--- config.mk ---
export PLATFORM = sky130hd
export DESIGN_NAME = lsb_mem_ctrl
export DESIGN_NICKNAME = d
export VERILOG_FILES = /design/src/rtl/lsb_mem_ctrl.sv
export SDC_FILE = /design/constraint.sdc
export NUM_CORES = 1
export LEC_CHECK = 0
export ABC_CLOCK_PERIOD_IN_PS = 7500
export CAP_MARGIN = 25
export CORE_MARGIN = 10
export CORE_UTILIZATION = 30
export DETAILED_ROUTE_END_ITERATION = 16
export GPL_TIMING_DRIVEN = 0
export SETUP_SLACK_MARGIN = 0.3
export SLEW_MARGIN = 10
export SYNTH_ARGS = -nofsm -noshare
export SYNTH_HDL_FRONTEND = slang
export SYNTH_SLANG_ARGS = --single-unit
export TNS_END_PERCENT = 1
--- constraint.sdc ---
create_clock -name clk_in -period 7.5 [get_ports clk_in]
set_input_delay 1.5 -clock clk_in [delete_from_list [all_inputs] [get_ports clk_in]]
set_output_delay 1.5 -clock clk_in [all_outputs]
set_load 0.02 [all_outputs]
--- src/rtl/lsb_mem_ctrl.sv ---
// lsb_mem_ctrl: responder for load/store-buffer memory tasks. Each task is
// carried out as a little-endian, byte-serial access on the 8-bit RAM port.
// Loads return zero-extended data together with a one-cycle lsb_done pulse.
// Build option MEMCTRL_IO_STALL_EN: an IO-space store (addr[17:16] == 2'b11)
// waits while io_buffer_full is high. Without the macro io_buffer_full is ignored.
module lsb_mem_ctrl #(
    parameter int ADDR_WIDTH = 32,
    parameter int DATA_WIDTH = 32
) (
    input  logic                  clk_in,
    input  logic                  rst_in,
    input  logic                  rdy_in,
    input  logic                  lsb_signal,
    input  logic                  lsb_wr,
    input  logic [1:0]            lsb_len,
    input  logic [ADDR_WIDTH-1:0] lsb_addr,
    input  logic [DATA_WIDTH-1:0] lsb_dout,
    output logic [DATA_WIDTH-1:0] lsb_din,
    output logic                  lsb_done,
    input  logic [7:0]            ram_din,
    output logic [7:0]            ram_dout,
    output logic [ADDR_WIDTH-1:0] ram_a,
    output logic                  ram_wr,
    input  logic                  io_buffer_full
);
    localparam int NBYTES = DATA_WIDTH / 8;

    typedef enum logic [1:0] {IDLE, READ, WRITE, DONE} state_t;

    state_t                r_state;
    state_t                w_state_next;
    logic [2:0]            r_step;
    logic [2:0]            w_step_next;
    logic [2:0]            r_cnt;
    logic [2:0]            w_len_cnt;
    logic                  r_cooldown;
    logic                  w_accept;
    logic                  w_io_stall;
    logic [ADDR_WIDTH-1:0] r_addr;
    logic [DATA_WIDTH-1:0] r_data;
    logic [DATA_WIDTH-1:0] r_result;
    logic [7:0]            w_wr_byte;
    logic [2:0]            w_cap_idx;

`ifdef MEMCTRL_IO_STALL_EN
    // A store to IO space holds its current byte while the IO write buffer is full.
    assign w_io_stall = (r_state == WRITE) && (r_addr[17:16] == 2'b11) && io_buffer_full;
`else
    logic w_unused_io_full;
    assign w_io_stall       = 1'b0;
    assign w_unused_io_full = io_buffer_full;
`endif

    // The byte count is 1, 2 or 4; both 10 and 11 mean a full word.
    assign w_len_cnt = (lsb_len == 2'b00) ? 3'd1 :
                       (lsb_len == 2'b01) ? 3'd2 : 3'd4;

    // A read step k stores the byte that was addressed during step k-1.
    assign w_cap_idx = r_step - 3'd1;

    // Next-state logic: IDLE accepts a request unless it is in the cooldown cycle after DONE.
    always_comb begin
        w_state_next = r_state;
        w_step_next  = r_step;
        w_accept     = 1'b0;
        case (r_state)
            IDLE: begin
                if (lsb_signal && !r_cooldown) begin
                    w_accept     = 1'b1;
                    w_step_next  = 3'd0;
                    w_state_next = lsb_wr ? WRITE : READ;
                end
            end
            READ: begin
                if (r_step == r_cnt) begin
                    w_state_next = DONE;
                end else begin
                    w_step_next = r_step + 3'd1;
                end
            end
            WRITE: begin
                if (!w_io_stall) begin
                    w_step_next = r_step + 3'd1;
                    if (r_step == r_cnt - 3'd1) begin
                        w_state_next = DONE;
                    end
                end
            end
            DONE: begin
                w_state_next = IDLE;
            end
            default: begin
                w_state_next = IDLE;
            end
        endcase
    end

    // Select the store byte for the current write step (little-endian).
    always_comb begin
        w_wr_byte = 8'h00;
        for (int b = 0; b < NBYTES; b++) begin
            if (r_step == b[2:0]) begin
                w_wr_byte = r_data[8*b +: 8];
            end
        end
    end

    // Control and result registers. All of them freeze while rdy_in is low.
    always_ff @(posedge clk_in or negedge rst_in) begin
        if (!rst_in) begin
            r_state    <= IDLE;
            r_step     <= 3'd0;
            r_cnt      <= 3'd0;
            r_cooldown <= 1'b0;
            r_result   <= '0;
        end else if (rdy_in) begin
            r_state    <= w_state_next;
            r_step     <= w_step_next;
            r_cooldown <= (r_state == DONE);
            if (w_accept) begin
                r_cnt    <= w_len_cnt;
                r_result <= '0;
            end
            if (r_state == READ && r_step != 3'd0) begin
                for (int b = 0; b < NBYTES; b++) begin
                    if (w_cap_idx == b[2:0]) begin
                        r_result[8*b +: 8] <= ram_din;
                    end
                end
            end
        end
    end

    // Latch the request address and store data. These are only observed during READ or WRITE.
    always_ff @(posedge clk_in) begin
        if (rdy_in && w_accept) begin
            r_addr <= lsb_addr;
            r_data <= lsb_dout;
        end
    end

    // RAM port and completion outputs, decoded from the frozen state so they hold during a pause.
    always_comb begin
        ram_a    = '0;
        ram_dout = 8'h00;
        ram_wr   = 1'b0;
        lsb_done = 1'b0;
        case (r_state)
            READ: begin
                ram_a = r_addr + ADDR_WIDTH'(r_step);
            end
            WRITE: begin
                ram_a    = r_addr + ADDR_WIDTH'(r_step);
                ram_dout = w_wr_byte;
                ram_wr   = rdy_in && !w_io_stall;
            end
            DONE: begin
                lsb_done = rdy_in;
            end
            default: begin
                ram_a = '0;
            end
        endcase
    end

    assign lsb_din = r_result;

endmodule

==> impl_metrics.prom, run 1 <==
# TYPE chip_impl_metric gauge
chip_impl_metric{name="initial_utilization",unit="%"} 30.8
chip_impl_info{name="reg2reg_to",value="lsb_din[7]"} 1
chip_impl_metric{name="initial_antenna_violation_count",unit=""} 0
chip_impl_info{name="worstReg2RegStart",value="r_step[1]"} 1
chip_impl_metric{name="path_clk_slew",unit="ps"} 80
chip_impl_metric{name="worst-r2r-cell-count",unit=""} 8
chip_impl_metric{name="dpl-instance-area",unit="mm2"} 0.00693
chip_impl_metric{name="seq_area_frac_synth",unit="%"} 57.5
chip_impl_info{name="ys.flop_type",value="edfxtp_1"} 1
chip_impl_metric{name="detail-route-antenna-nets",unit=""} 0
chip_impl_metric{name="syn_nets",unit=""} 559
chip_impl_metric{name="grt_first_pass_wirelength",unit="mm"} 24.3
chip_impl_metric{name="floorplan.die_area",unit="mm2"} 0.0227
chip_impl_metric{name="fin_nets",unit=""} 722
chip_impl_metric{name="post_cts_resize_count",unit=""} 0
chip_impl_info{name="synth_commonest_cells",value="edfxtp_1, o21ai_0, nand3_1"} 1
chip_impl_metric{name="power.sequential.fraction",unit="%"} 32.0
chip_impl_metric{name="antenna_diode_count",unit=""} 0
chip_impl_metric{name="switching_share",unit="%"} 40.4
chip_impl_metric{name="setup.reg_to_reg.worst_slack",unit="ps"} 4970
chip_impl_info{name="synth_top_cells_by_area",value="edfxtp_1, dfrtp_1, o21ai_0"} 1
chip_impl_info{name="worst_setup_path_startpoint",value="r_step[0]"} 1
chip_impl_metric{name="worst_clock_skew",unit="ps"} 12.8
chip_impl_metric{name="synthCells",unit=""} 463
chip_impl_metric{name="areaGrowthSynthToFinish",unit="%"} 41.6
chip_impl_metric{name="clockBufferDepth",unit=""} 2
chip_impl_metric{name="finalCriticalPeriod",unit="ps"} 5090
chip_impl_metric{name="final_cell_area",unit="mm2"} 0.00725
chip_impl_metric{name="placement.setup.worst_slack",unit="ps"} 2820
chip_impl_metric{name="place.detailed.hpwl",unit="mm"} 11.8
chip_impl_info{name="maxUsedRoutingLayer",value="met4"} 1
chip_impl_metric{name="edff_count_synth",unit=""} 64
chip_impl_metric{name="met3_wirelength",unit="mm"} 1.28
chip_impl_metric{name="tritoncts.num_buffers",unit=""} 9
chip_impl_metric{name="cp_data_arrival_time",unit="ps"} 3590
chip_impl_metric{name="grtUsageTotal",unit="%"} 13.6
chip_impl_metric{name="die_height",unit="um"} 151
chip_impl_metric{name="synth_area_in_compound_gates",unit="%"} 11.9
chip_impl_metric{name="ys_ff_latch",unit=""} 105
chip_impl_metric{name="synth_xor_xnor_area_share",unit="%"} 3.03
chip_impl_metric{name="cellInternalPower",unit="W"} 0.00149
chip_impl_metric{name="wl_met2",unit="mm"} 7.49
chip_impl_metric{name="share_of_yosys_cell_area_claimed_by_the_top_area_cell_type",unit="%"} 37.5
chip_impl_metric{name="leakage",unit="nW"} 2.63
chip_impl_metric{name="io_pins",unit=""} 154
chip_impl_metric{name="vias_in_the_first_global_route",unit=""} 4396
chip_impl_metric{name="post-route-util",unit="%"} 43.6
chip_impl_metric{name="drcViolationCount",unit=""} 0
chip_impl_metric{name="timing.critical_path.fanout_max",unit=""} 10
chip_impl_metric{name="die_w",unit="um"} 151
chip_impl_metric{name="cts.sinks",unit=""} 105
chip_impl_metric{name="slew-limit-headroom",unit="%"} 43.4
chip_impl_metric{name="average_footprint_of_a_synthesized_cell",unit="um2"} 11.1
chip_impl_metric{name="cts_setup_buffers",unit=""} 0
chip_impl_metric{name="yosysWarnings",unit=""} 0
chip_impl_metric{name="synth_simple_gate_area_share",unit="%"} 17.7
chip_impl_metric{name="timing.final.hold_violations",unit=""} 0
chip_impl_metric{name="share_comb_of_total_power",unit="%"} 47.7
chip_impl_metric{name="avg_wl_per_cell",unit="um"} 18.4
chip_impl_metric{name="holdBufCountCts",unit=""} 0
chip_impl_metric{name="p_per_area",unit="mW/mm2"} 344
chip_impl_metric{name="synth_async_sr_flop_share",unit="%"} 39.0
chip_impl_metric{name="buffer_ports.inserted",unit=""} 151
chip_impl_metric{name="required",unit="ps"} 6000
chip_impl_metric{name="largest_net_degree_at_the_start_of_global_routing",unit=""} 67
chip_impl_metric{name="max_freq",unit="MHz"} 197
chip_impl_metric{name="timing_worst_slew_pin_value",unit="ps"} 849
chip_impl_info{name="most_numerous_cell_in_the_yosys_netlist",value="edfxtp_1"} 1
chip_impl_info{name="synth_area_leader_cell",value="edfxtp_1"} 1
chip_impl_info{name="cp-start-kind",value="flop"} 1
chip_impl_metric{name="cts-htree-levels",unit=""} 3
chip_impl_info{name="dominant_combinational_cell_family_by_area_after_synthesis",value="simple AND/OR/NAND/NOR gates"} 1
chip_impl_metric{name="met1_wirelength",unit="mm"} 6.65
chip_impl_info{name="status",value="finished clean"} 1
chip_impl_metric{name="worst_skew_pair.late_latency",unit="ps"} 370
chip_impl_metric{name="fraction_of_layout_cells_with_a_size_suffix_above_1",unit="%"} 5.55
chip_impl_metric{name="pins_over_their_slew_limit",unit=""} 0
chip_impl_metric{name="core_ar",unit="mm2"} 0.0166
chip_impl_metric{name="setup_ws",unit="ps"} 2410
chip_impl_metric{name="fin_setup_tns",unit="ps"} 0
chip_impl_metric{name="grt_overflow_total",unit=""} 0
chip_impl_metric{name="vias",unit=""} 4310
chip_impl_metric{name="clkPwrFrac",unit="%"} 20.3
chip_impl_info{name="cts_tree",value="built"} 1
chip_impl_metric{name="place.gp.congestion",unit=""} 0.869
chip_impl_metric{name="synth_fa_ha_area_share",unit="%"} 4.05
chip_impl_metric{name="yosys-mux-area-fraction",unit="%"} 2.00
chip_impl_info{name="unrepaired_setup_endpoints_after_global_routing",value="no"} 1
chip_impl_info{name="timing.critical_path.to_type",value="output port"} 1
chip_impl_metric{name="setup_violation_total_in_the_final_timing_report",unit=""} 0
chip_impl_metric{name="drtPass1Iterations",unit=""} 4
chip_impl_metric{name="totalPowerFinal",unit="W"} 0.00249
chip_impl_metric{name="netlist-cell-type-count",unit=""} 44
chip_impl_metric{name="fin_crit_sh",unit="%"} 67.8
chip_impl_metric{name="synthesis.area",unit="mm2"} 0.00512
chip_impl_metric{name="peakVddDrop",unit="uV"} 154
chip_impl_metric{name="maxCapViolCount",unit=""} 0
chip_impl_metric{name="core.rowCount",unit=""} 47
chip_impl_info{name="clock_tree.root_cell",value="clkbuf_16"} 1
chip_impl_metric{name="detail_route.vias_per_cell",unit=""} 5.06
chip_impl_info{name="path_class",value="reg -> out"} 1
chip_impl_metric{name="drt_wl_total",unit="mm"} 15.7
chip_impl_info{name="min_path_type",value="reg -> reg"} 1
chip_impl_metric{name="total_switching_power",unit="W"} 0.00101
chip_impl_metric{name="drtIter0Drc",unit=""} 241
chip_impl_info{name="endpoint",value="ram_a[14]"} 1
==> metal layers <==
metal | global-route usage [%] | vias up
li1 | - | 2034
met1 | 16.7 | 2089
met2 | 22.0 | 165
met3 | 4.02 | 22
met4 | 5.10 | 0
met5 | 0 | -
==> sequential cells by signal, summed over array words and instances, names as in the netlist <==
register and cells:
lsb_din 32, r_state 2, r_data 32, r_step 3
r_addr 32, r_cooldown 1, r_cnt 3
==> kinds of logic after synthesis <==
group | Yosys count
AOI/OAI and AO/OA | 102
xor gates and xnor gates | 16
adders and majority gates | 16
buffers and inverters | 49
DFF | 105
muxes | 10
and+or+nand+nor | 165
==> final cells by class <==
type	count	area, um2
flip-flops and latches	105	2950
well taps	220	275
plain buffers	22	90.1
clock buffers	9	225
clock inverters	7	101
fillers	1568	9390
repair buffers	152	1530
inverters	27	104
multi-input cells	309	1980
==> power by group through the flow <==
stage	Clock [W]	Sequential, W	Combinational, W
floorplan	0	0.000859	0.000575
global route	0.000542	0.000811	0.00129
finish	0.000507	0.000799	0.00119
global placement	0	0.000808	0.00118
CTS	0.000521	0.000798	0.00121
detailed placement	0	0.000809	0.00120
==> placed cells by master (no fill, tap or decap), drive strengths merged, types with 9 or more instances in the layout <==
cell type	n
o31ai	12
nand3	44
o211ai	9
clkdlybuf4s50	150
ha	15
edfxtp	64
inv	31
xnor2	10
or4	15
a21oi	18
nand2	34
dfrtp	41
nand4	13
nor2	15
nand2b	11
clkbuf	25
o21ai	48
==> critical path, cell delays in order (launching register included) <==
cell and delay (ps):
dfrtp_1 480, ha_1 280, fa_1 410, a21o_1 250, nand4_1 330, clkbuf_1 460
o21ai_0 150, a21oi_1 210, clkdlybuf4s50_1 650
==> through the flow <==
step	instances	hold WS, ps
after detailed placement	835	490
after global routing	851	542
after global placement	834	485
after floorplan	463	481
final	851	502
after CTS	851	509
==> worst min-delay path by stage <==
stage / startpoint / endpoint / slack, ps / depth (start not counted)
2_1_floorplan: r_cooldown / r_cooldown / 480 / 1
3_3_place_gp: lsb_din[17] / lsb_din[17] / 480 / 2
3_5_place_dp: lsb_din[29] / lsb_din[29] / 490 / 2
4_1_cts: lsb_din[29] / lsb_din[29] / 510 / 2
5_1_grt: lsb_din[23] / lsb_din[23] / 540 / 2
6_report: lsb_din[29] / lsb_din[29] / 500 / 2
Note: power is estimated with default switching activity, not from simulation.
==> run 2: changes to the inputs <==
- ABC_CLOCK_PERIOD_IN_PS: 7500 -> 4900
- clock period: 7.5 -> 4.9 ns (I/O delays scaled with it)
==> impl_metrics.prom, run 2 (same netlist as run 1, synthesis figures left out) <==
# TYPE chip_impl_metric gauge
chip_impl_metric{name="share_comb_of_total_power",unit="%"} 47.7
chip_impl_metric{name="worst_clock_skew",unit="ps"} 12.5
chip_impl_metric{name="peakVddDrop",unit="uV"} 241
chip_impl_metric{name="fin_crit_sh",unit="%"} 89.5
chip_impl_metric{name="drt_wl_total",unit="mm"} 15.6
chip_impl_metric{name="core.rowCount",unit=""} 47
chip_impl_metric{name="grtUsageTotal",unit="%"} 13.6
chip_impl_metric{name="holdWs",unit="ps"} 481
chip_impl_metric{name="vias_in_the_first_global_route",unit=""} 4396
chip_impl_metric{name="total_switching_power",unit="W"} 0.00154
chip_impl_metric{name="max_freq",unit="MHz"} 228
chip_impl_metric{name="fraction_of_layout_cells_with_a_size_suffix_above_1",unit="%"} 5.71
chip_impl_metric{name="place.gp.congestion",unit=""} 0.869
chip_impl_metric{name="drtIter0Drc",unit=""} 230
chip_impl_metric{name="detail-route-antenna-nets",unit=""} 0
chip_impl_metric{name="setup_violation_total_in_the_final_timing_report",unit=""} 0
chip_impl_metric{name="io_pins",unit=""} 154
chip_impl_metric{name="fin_setup_tns",unit="ps"} 0
chip_impl_metric{name="cts_setup_buffers",unit=""} 0
chip_impl_info{name="most-common-layout-cells",value="clkdlybuf4s50_1, edfxtp_1, o21ai_0, nand3_1, dfrtp_1"} 1
chip_impl_info{name="cp-start-kind",value="flop"} 1
chip_impl_metric{name="p_per_area",unit="mW/mm2"} 526
chip_impl_metric{name="setup.reg_to_reg.worst_slack",unit="ps"} 2370
chip_impl_metric{name="instances_no_fill",unit=""} 851
chip_impl_metric{name="antenna_diode_count",unit=""} 0
chip_impl_info{name="unrepaired_setup_endpoints_after_global_routing",value="no"} 1
chip_impl_metric{name="clkPwrFrac",unit="%"} 20.3
chip_impl_metric{name="floorplan.die_area",unit="mm2"} 0.0227
chip_impl_metric{name="cts-htree-levels",unit=""} 3
chip_impl_metric{name="tritoncts.num_buffers",unit=""} 9
chip_impl_metric{name="placedCellCount",unit=""} 835
chip_impl_metric{name="die_w",unit="um"} 151
chip_impl_metric{name="drtPass1Iterations",unit=""} 4
chip_impl_metric{name="clockBufferDepth",unit=""} 2
chip_impl_info{name="final_common_cell",value="clkdlybuf4s50_1"} 1
chip_impl_metric{name="buffer_ports.inserted",unit=""} 151
chip_impl_metric{name="post_cts_resize_count",unit=""} 0
chip_impl_metric{name="timing_worst_slew_pin_value",unit="ps"} 841
chip_impl_metric{name="core_ar",unit="mm2"} 0.0166
chip_impl_metric{name="drcViolationCount",unit=""} 0
chip_impl_metric{name="final_cell_area",unit="mm2"} 0.00725
chip_impl_metric{name="layout.filler_cells",unit=""} 1567
chip_impl_info{name="clock_tree.root_cell",value="clkbuf_16"} 1
chip_impl_metric{name="fin_nets",unit=""} 722
chip_impl_info{name="timing.critical_path.to_type",value="output port"} 1
chip_impl_info{name="path_class",value="reg -> out"} 1
chip_impl_metric{name="total_area_of_multi_input_combinational_cells",unit="mm2"} 0.00198
chip_impl_metric{name="cts.sinks",unit=""} 105
chip_impl_metric{name="die_height",unit="um"} 151
chip_impl_metric{name="largest_net_degree_at_the_start_of_global_routing",unit=""} 67
chip_impl_metric{name="grt_first_pass_wirelength",unit="mm"} 24.3
chip_impl_info{name="status",value="finished clean"} 1
chip_impl_metric{name="pins_over_their_slew_limit",unit=""} 0
chip_impl_metric{name="worst_skew_pair.late_latency",unit="ps"} 360
chip_impl_info{name="min_path_type",value="in -> async"} 1
chip_impl_metric{name="vias",unit=""} 4286
chip_impl_metric{name="timing.final.hold_violations",unit=""} 0
chip_impl_metric{name="initial_antenna_violation_count",unit=""} 0
chip_impl_metric{name="required",unit="ps"} 3920
chip_impl_metric{name="areaGrowthSynthToFinish",unit="%"} 41.6
chip_impl_metric{name="dpl-instance-area",unit="mm2"} 0.00693
chip_impl_metric{name="totalPowerFinal",unit="W"} 0.00381
chip_impl_metric{name="timing.critical_path.fanout_max",unit=""} 10
chip_impl_metric{name="place.detailed.hpwl",unit="mm"} 11.8
chip_impl_metric{name="grt_overflow_total",unit=""} 0
chip_impl_info{name="cts_tree",value="built"} 1
chip_impl_metric{name="cellInternalPower",unit="W"} 0.00228
chip_impl_metric{name="slew-limit-headroom",unit="%"} 43.9
chip_impl_metric{name="finalCriticalPeriod",unit="ps"} 4380
chip_impl_metric{name="initial_utilization",unit="%"} 30.8
chip_impl_metric{name="maxCapViolCount",unit=""} 0
chip_impl_metric{name="power.sequential.fraction",unit="%"} 32.0
chip_impl_metric{name="avg_wl_per_cell",unit="um"} 18.4
chip_impl_metric{name="detail_route.vias_per_cell",unit=""} 5.04
chip_impl_metric{name="sequential_cell_area",unit="mm2"} 0.00295
chip_impl_metric{name="switching_share",unit="%"} 40.4
chip_impl_metric{name="cp_data_arrival_time",unit="ps"} 3400
chip_impl_metric{name="holdBufCountCts",unit=""} 0
chip_impl_metric{name="leakage",unit="nW"} 2.64
chip_impl_metric{name="path_clk_slew",unit="ps"} 80
## run 2: changes by cell type in the layout (fill, tap and decap cells not counted)
| cell | change |
|---|---|
| clkbuf_2 | +1 |
| clkbuf_1 | -1 |
## run 2: path summary, 6_finish.rpt
kind / cells past startpoint / start / end
max: 8 / r_step[0] / ram_a[14]
min: 1 / rst_in / r_state[0]
max reg2reg: 8 / r_step[1] / lsb_din[7]
min reg2reg: 2 / lsb_din[29] / lsb_din[29]
max in group asynchronous: 2 / rst_in / lsb_din[20]
min in group clk_in: 2 / lsb_din[29] / lsb_din[29]
## run 2: per-stage QoR
| step | setup WS [ps] | utilization, % |
|---|---|---|
| floorplan | 1650 | - |
| global placement | 604 | 41.5 |
| detailed placement | 741 | 41.6 |
| CTS | 333 | 43.6 |
| global route | 360 | 43.6 |
| finish | 516 | 43.6 |
## run 2: per-layer routing
metal  global-route usage, %  wire (um)  share of wire [%]
met1                    16.7       6440                 41
met2                    22.0       7490                 48
met3                    4.02       1410                9.0
met4                    5.10        275                1.8
met5                       0          0                  0
## run 2: cell type report
class	count	share of cell area (%)
multi-input combinational	309	27.3
timing repair buffer	152	21.0
sequential	105	40.6
clock inverter	7	1.40
inverter	27	1.43
clock buffer	9	3.10
buffer	22	1.26
tap	220	3.79
## run 2: power by group through the flow
stage / registers, W / logic (W) / clock network (W)
6_report: 0.00122 / 0.00182 / 0.000774
5_1_grt: 0.00124 / 0.00198 / 0.000830
4_1_cts: 0.00122 / 0.00185 / 0.000798
3_5_place_dp: 0.00124 / 0.00184 / 0
3_3_place_gp: 0.00124 / 0.00180 / 0
2_1_floorplan: 0.00131 / 0.000881 / 0
## run 2: critical path: stages, from the launching register on
cell and delay [ps]:
dfrtp_1 480, ha_1 280, fa_1 410, a21o_1 250, nand4_1 330, clkbuf_2 330, o21ai_0 120, a21oi_1 200
clkdlybuf4s50_1 650
==> run 3: changes to the inputs <==
- CORE_UTILIZATION: 30 -> 46
- PLACE_DENSITY: not set -> 0.78
==> impl_metrics.prom, run 3 (same netlist as run 1, synthesis figures left out) <==
# TYPE chip_impl_metric gauge
chip_impl_info{name="status",value="finished clean"} 1
chip_impl_metric{name="buffer_ports.inserted",unit=""} 151
chip_impl_metric{name="grtUsageTotal",unit="%"} 17.9
chip_impl_info{name="most-common-layout-cells",value="clkdlybuf4s50_1, edfxtp_1, o21ai_0, nand3_1, dfrtp_1"} 1
chip_impl_metric{name="share_comb_of_total_power",unit="%"} 50.5
chip_impl_metric{name="floorplan.die_area",unit="mm2"} 0.0158
chip_impl_metric{name="detail-route-antenna-nets",unit=""} 0
chip_impl_metric{name="slowest_delay",unit="ps"} 640
chip_impl_metric{name="sequential_cell_area",unit="mm2"} 0.00295
chip_impl_info{name="timing.critical_path.to_type",value="output port"} 1
chip_impl_metric{name="required",unit="ps"} 3920
chip_impl_metric{name="setup.reg_to_reg.worst_slack",unit="ps"} 2450
chip_impl_info{name="unrepaired_setup_endpoints_after_global_routing",value="no"} 1
chip_impl_metric{name="power.sequential.fraction",unit="%"} 34.2
chip_impl_info{name="timing.critical_path.max_delay_family",value="buffers and inverters"} 1
chip_impl_metric{name="timing.final.hold_violations",unit=""} 0
chip_impl_info{name="path_cells",value="ha_1, fa_1, a21o_1, nand4_1, clkbuf_2, o31ai_1, a21oi_1, clkdlybuf4s50_1"} 1
chip_impl_metric{name="path_clk_slew",unit="ps"} 100
chip_impl_metric{name="place.gp.congestion",unit=""} 0.908
chip_impl_metric{name="die_w",unit="um"} 126
chip_impl_metric{name="cellInternalPower",unit="W"} 0.00215
chip_impl_info{name="final_common_cell",value="clkdlybuf4s50_1"} 1
chip_impl_metric{name="post_cts_resize_count",unit=""} 0
chip_impl_metric{name="holdBufCountCts",unit=""} 0
chip_impl_metric{name="post-route-util",unit="%"} 64.8
chip_impl_metric{name="maxCapViolCount",unit=""} 0
chip_impl_metric{name="grt_overflow_total",unit=""} 0
chip_impl_metric{name="worst_clock_skew",unit="ps"} 10.9
chip_impl_metric{name="drtIter0Drc",unit=""} 302
chip_impl_metric{name="timing.critical_path.fanout_max",unit=""} 10
chip_impl_metric{name="final_cell_area",unit="mm2"} 0.00705
chip_impl_metric{name="cts_setup_buffers",unit=""} 0
chip_impl_metric{name="clkPwrFrac",unit="%"} 15.3
chip_impl_metric{name="areaGrowthSynthToFinish",unit="%"} 37.7
chip_impl_metric{name="dpl-instance-area",unit="mm2"} 0.00684
chip_impl_metric{name="clockBufferDepth",unit=""} 2
chip_impl_metric{name="p_per_area",unit="mW/mm2"} 505
chip_impl_metric{name="total_area_of_multi_input_combinational_cells",unit="mm2"} 0.00198
chip_impl_metric{name="core_ar",unit="mm2"} 0.0109
chip_impl_metric{name="worstPathBufferInverterCount",unit=""} 2
chip_impl_metric{name="avg_wl_per_cell",unit="um"} 18.7
chip_impl_metric{name="cts.sinks",unit=""} 105
chip_impl_metric{name="cts-htree-levels",unit=""} 3
chip_impl_metric{name="setup_violation_total_in_the_final_timing_report",unit=""} 0
chip_impl_metric{name="layout.filler_cells",unit=""} 895
chip_impl_metric{name="slew-limit-headroom",unit="%"} 57.3
chip_impl_info{name="critPathSlowestCell",value="clkdlybuf4s50_1"} 1
chip_impl_metric{name="vias_in_the_first_global_route",unit=""} 4414
chip_impl_info{name="cp-start-kind",value="flop"} 1
chip_impl_metric{name="initial_antenna_violation_count",unit=""} 0
chip_impl_metric{name="timing_worst_slew_pin_value",unit="ps"} 639
chip_impl_metric{name="die_height",unit="um"} 126
chip_impl_metric{name="initial_utilization",unit="%"} 47.0
chip_impl_metric{name="largest_net_degree_at_the_start_of_global_routing",unit=""} 44
chip_impl_metric{name="detail_route.vias_per_cell",unit=""} 5.51
chip_impl_metric{name="io_pins",unit=""} 154
chip_impl_info{name="clock_tree.root_cell",value="clkbuf_8"} 1
chip_impl_metric{name="vias",unit=""} 4257
chip_impl_metric{name="switching_share",unit="%"} 39.8
chip_impl_metric{name="drtPass1Iterations",unit=""} 4
chip_impl_metric{name="fin_nets",unit=""} 723
chip_impl_metric{name="tritoncts.num_buffers",unit=""} 9
chip_impl_info{name="min_path_type",value="in -> async"} 1
chip_impl_metric{name="drcViolationCount",unit=""} 0
chip_impl_metric{name="fin_setup_tns",unit="ps"} 0
chip_impl_metric{name="cp_data_arrival_time",unit="ps"} 3340
chip_impl_metric{name="placement.setup.worst_slack",unit="ps"} 829
chip_impl_metric{name="antenna_diode_count",unit=""} 0
chip_impl_metric{name="leakage",unit="nW"} 2.60
chip_impl_info{name="path_class",value="reg -> out"} 1
chip_impl_metric{name="grt_first_pass_wirelength",unit="mm"} 23.1
chip_impl_metric{name="fin_crit_sh",unit="%"} 88.2
chip_impl_metric{name="total_switching_power",unit="W"} 0.00142
chip_impl_metric{name="place.detailed.hpwl",unit="mm"} 11.1
chip_impl_info{name="cts_tree",value="built"} 1
chip_impl_metric{name="fraction_of_layout_cells_with_a_size_suffix_above_1",unit="%"} 5.85
chip_impl_metric{name="peakVddDrop",unit="uV"} 339
chip_impl_metric{name="core.rowCount",unit=""} 38
chip_impl_metric{name="setup_ws",unit="ps"} 578
chip_impl_metric{name="pins_over_their_slew_limit",unit=""} 0
chip_impl_metric{name="max_freq",unit="MHz"} 231
chip_impl_metric{name="drt_wl_total",unit="mm"} 14.4
chip_impl_metric{name="finalCriticalPeriod",unit="ps"} 4320
chip_impl_metric{name="worst_skew_pair.late_latency",unit="ps"} 380
## run 3: cell types whose count changed in the layout (fill, tap and decap cells not counted), sizes merged
cell	previous run	this run
inv	31	28
clkbuf	25	27
buf	8	9
clkinv	3	4
## run 3: routing by layer
| layer | wire length, um | GRT usage, % | vias up |
|---|---|---|---|
| met5 | 0 | 0 | - |
| met4 | 148 | 5.42 | 0 |
| met3 | 1300 | 6.38 | 12 |
| met2 | 7130 | 30.0 | 157 |
| met1 | 5820 | 21.0 | 2056 |
| li1 | - | - | 2032 |
## run 3: per-stage QoR
step	instances	power, W	hold WS [ps]
after floorplan	463	0.00220	481
after global placement	754	0.00299	484
after detailed placement	756	0.00304	492
after CTS	772	0.00359	392
after global routing	772	0.00378	385
final	772	0.00356	400
## run 3: worst reg2reg max path: stages, from the launching register on
cell       delay (ps)
dfrtp_1           570
inv_1             170
ha_1              210
buf_2             190
nor3_1            300
o2111ai_1         400
clkbuf_1          300
nand3_1           120
o21ai_0            90
## run 3: worst paths after layout
kind | cells past startpoint | startpoint | endpoint
min in group clk_in | 2 | lsb_din[23] | lsb_din[23]
hold / removal | 1 | rst_in | r_cooldown
setup / recovery | 8 | r_step[0] | ram_a[22]
setup reg to reg | 8 | r_step[1] | lsb_din[7]
hold reg to reg | 2 | lsb_din[23] | lsb_din[23]
max in group asynchronous | 2 | rst_in | r_cnt[2]
## run 3: power by group through the flow
| stage | combinational [W] | clock [W] | sequential (W) |
|---|---|---|---|
| floorplan | 0.000881 | 0 | 0.00131 |
| global placement | 0.00175 | 0 | 0.00123 |
| detailed placement | 0.00181 | 0 | 0.00123 |
| CTS | 0.00182 | 0.000557 | 0.00122 |
| global route | 0.00195 | 0.000599 | 0.00124 |
| finish | 0.00180 | 0.000546 | 0.00122 |
## run 3: area by class of cell
cell class	count	share of cell area [%]
Buffer	22	1.30
Clock buffer	11	2.47
Clock inverter	5	0.461
Inverter	27	1.44
Multi-Input combinational cell	309	28.1
Sequential cell	105	41.8
Tap cell	140	2.48
Timing Repair Buffer	153	21.9
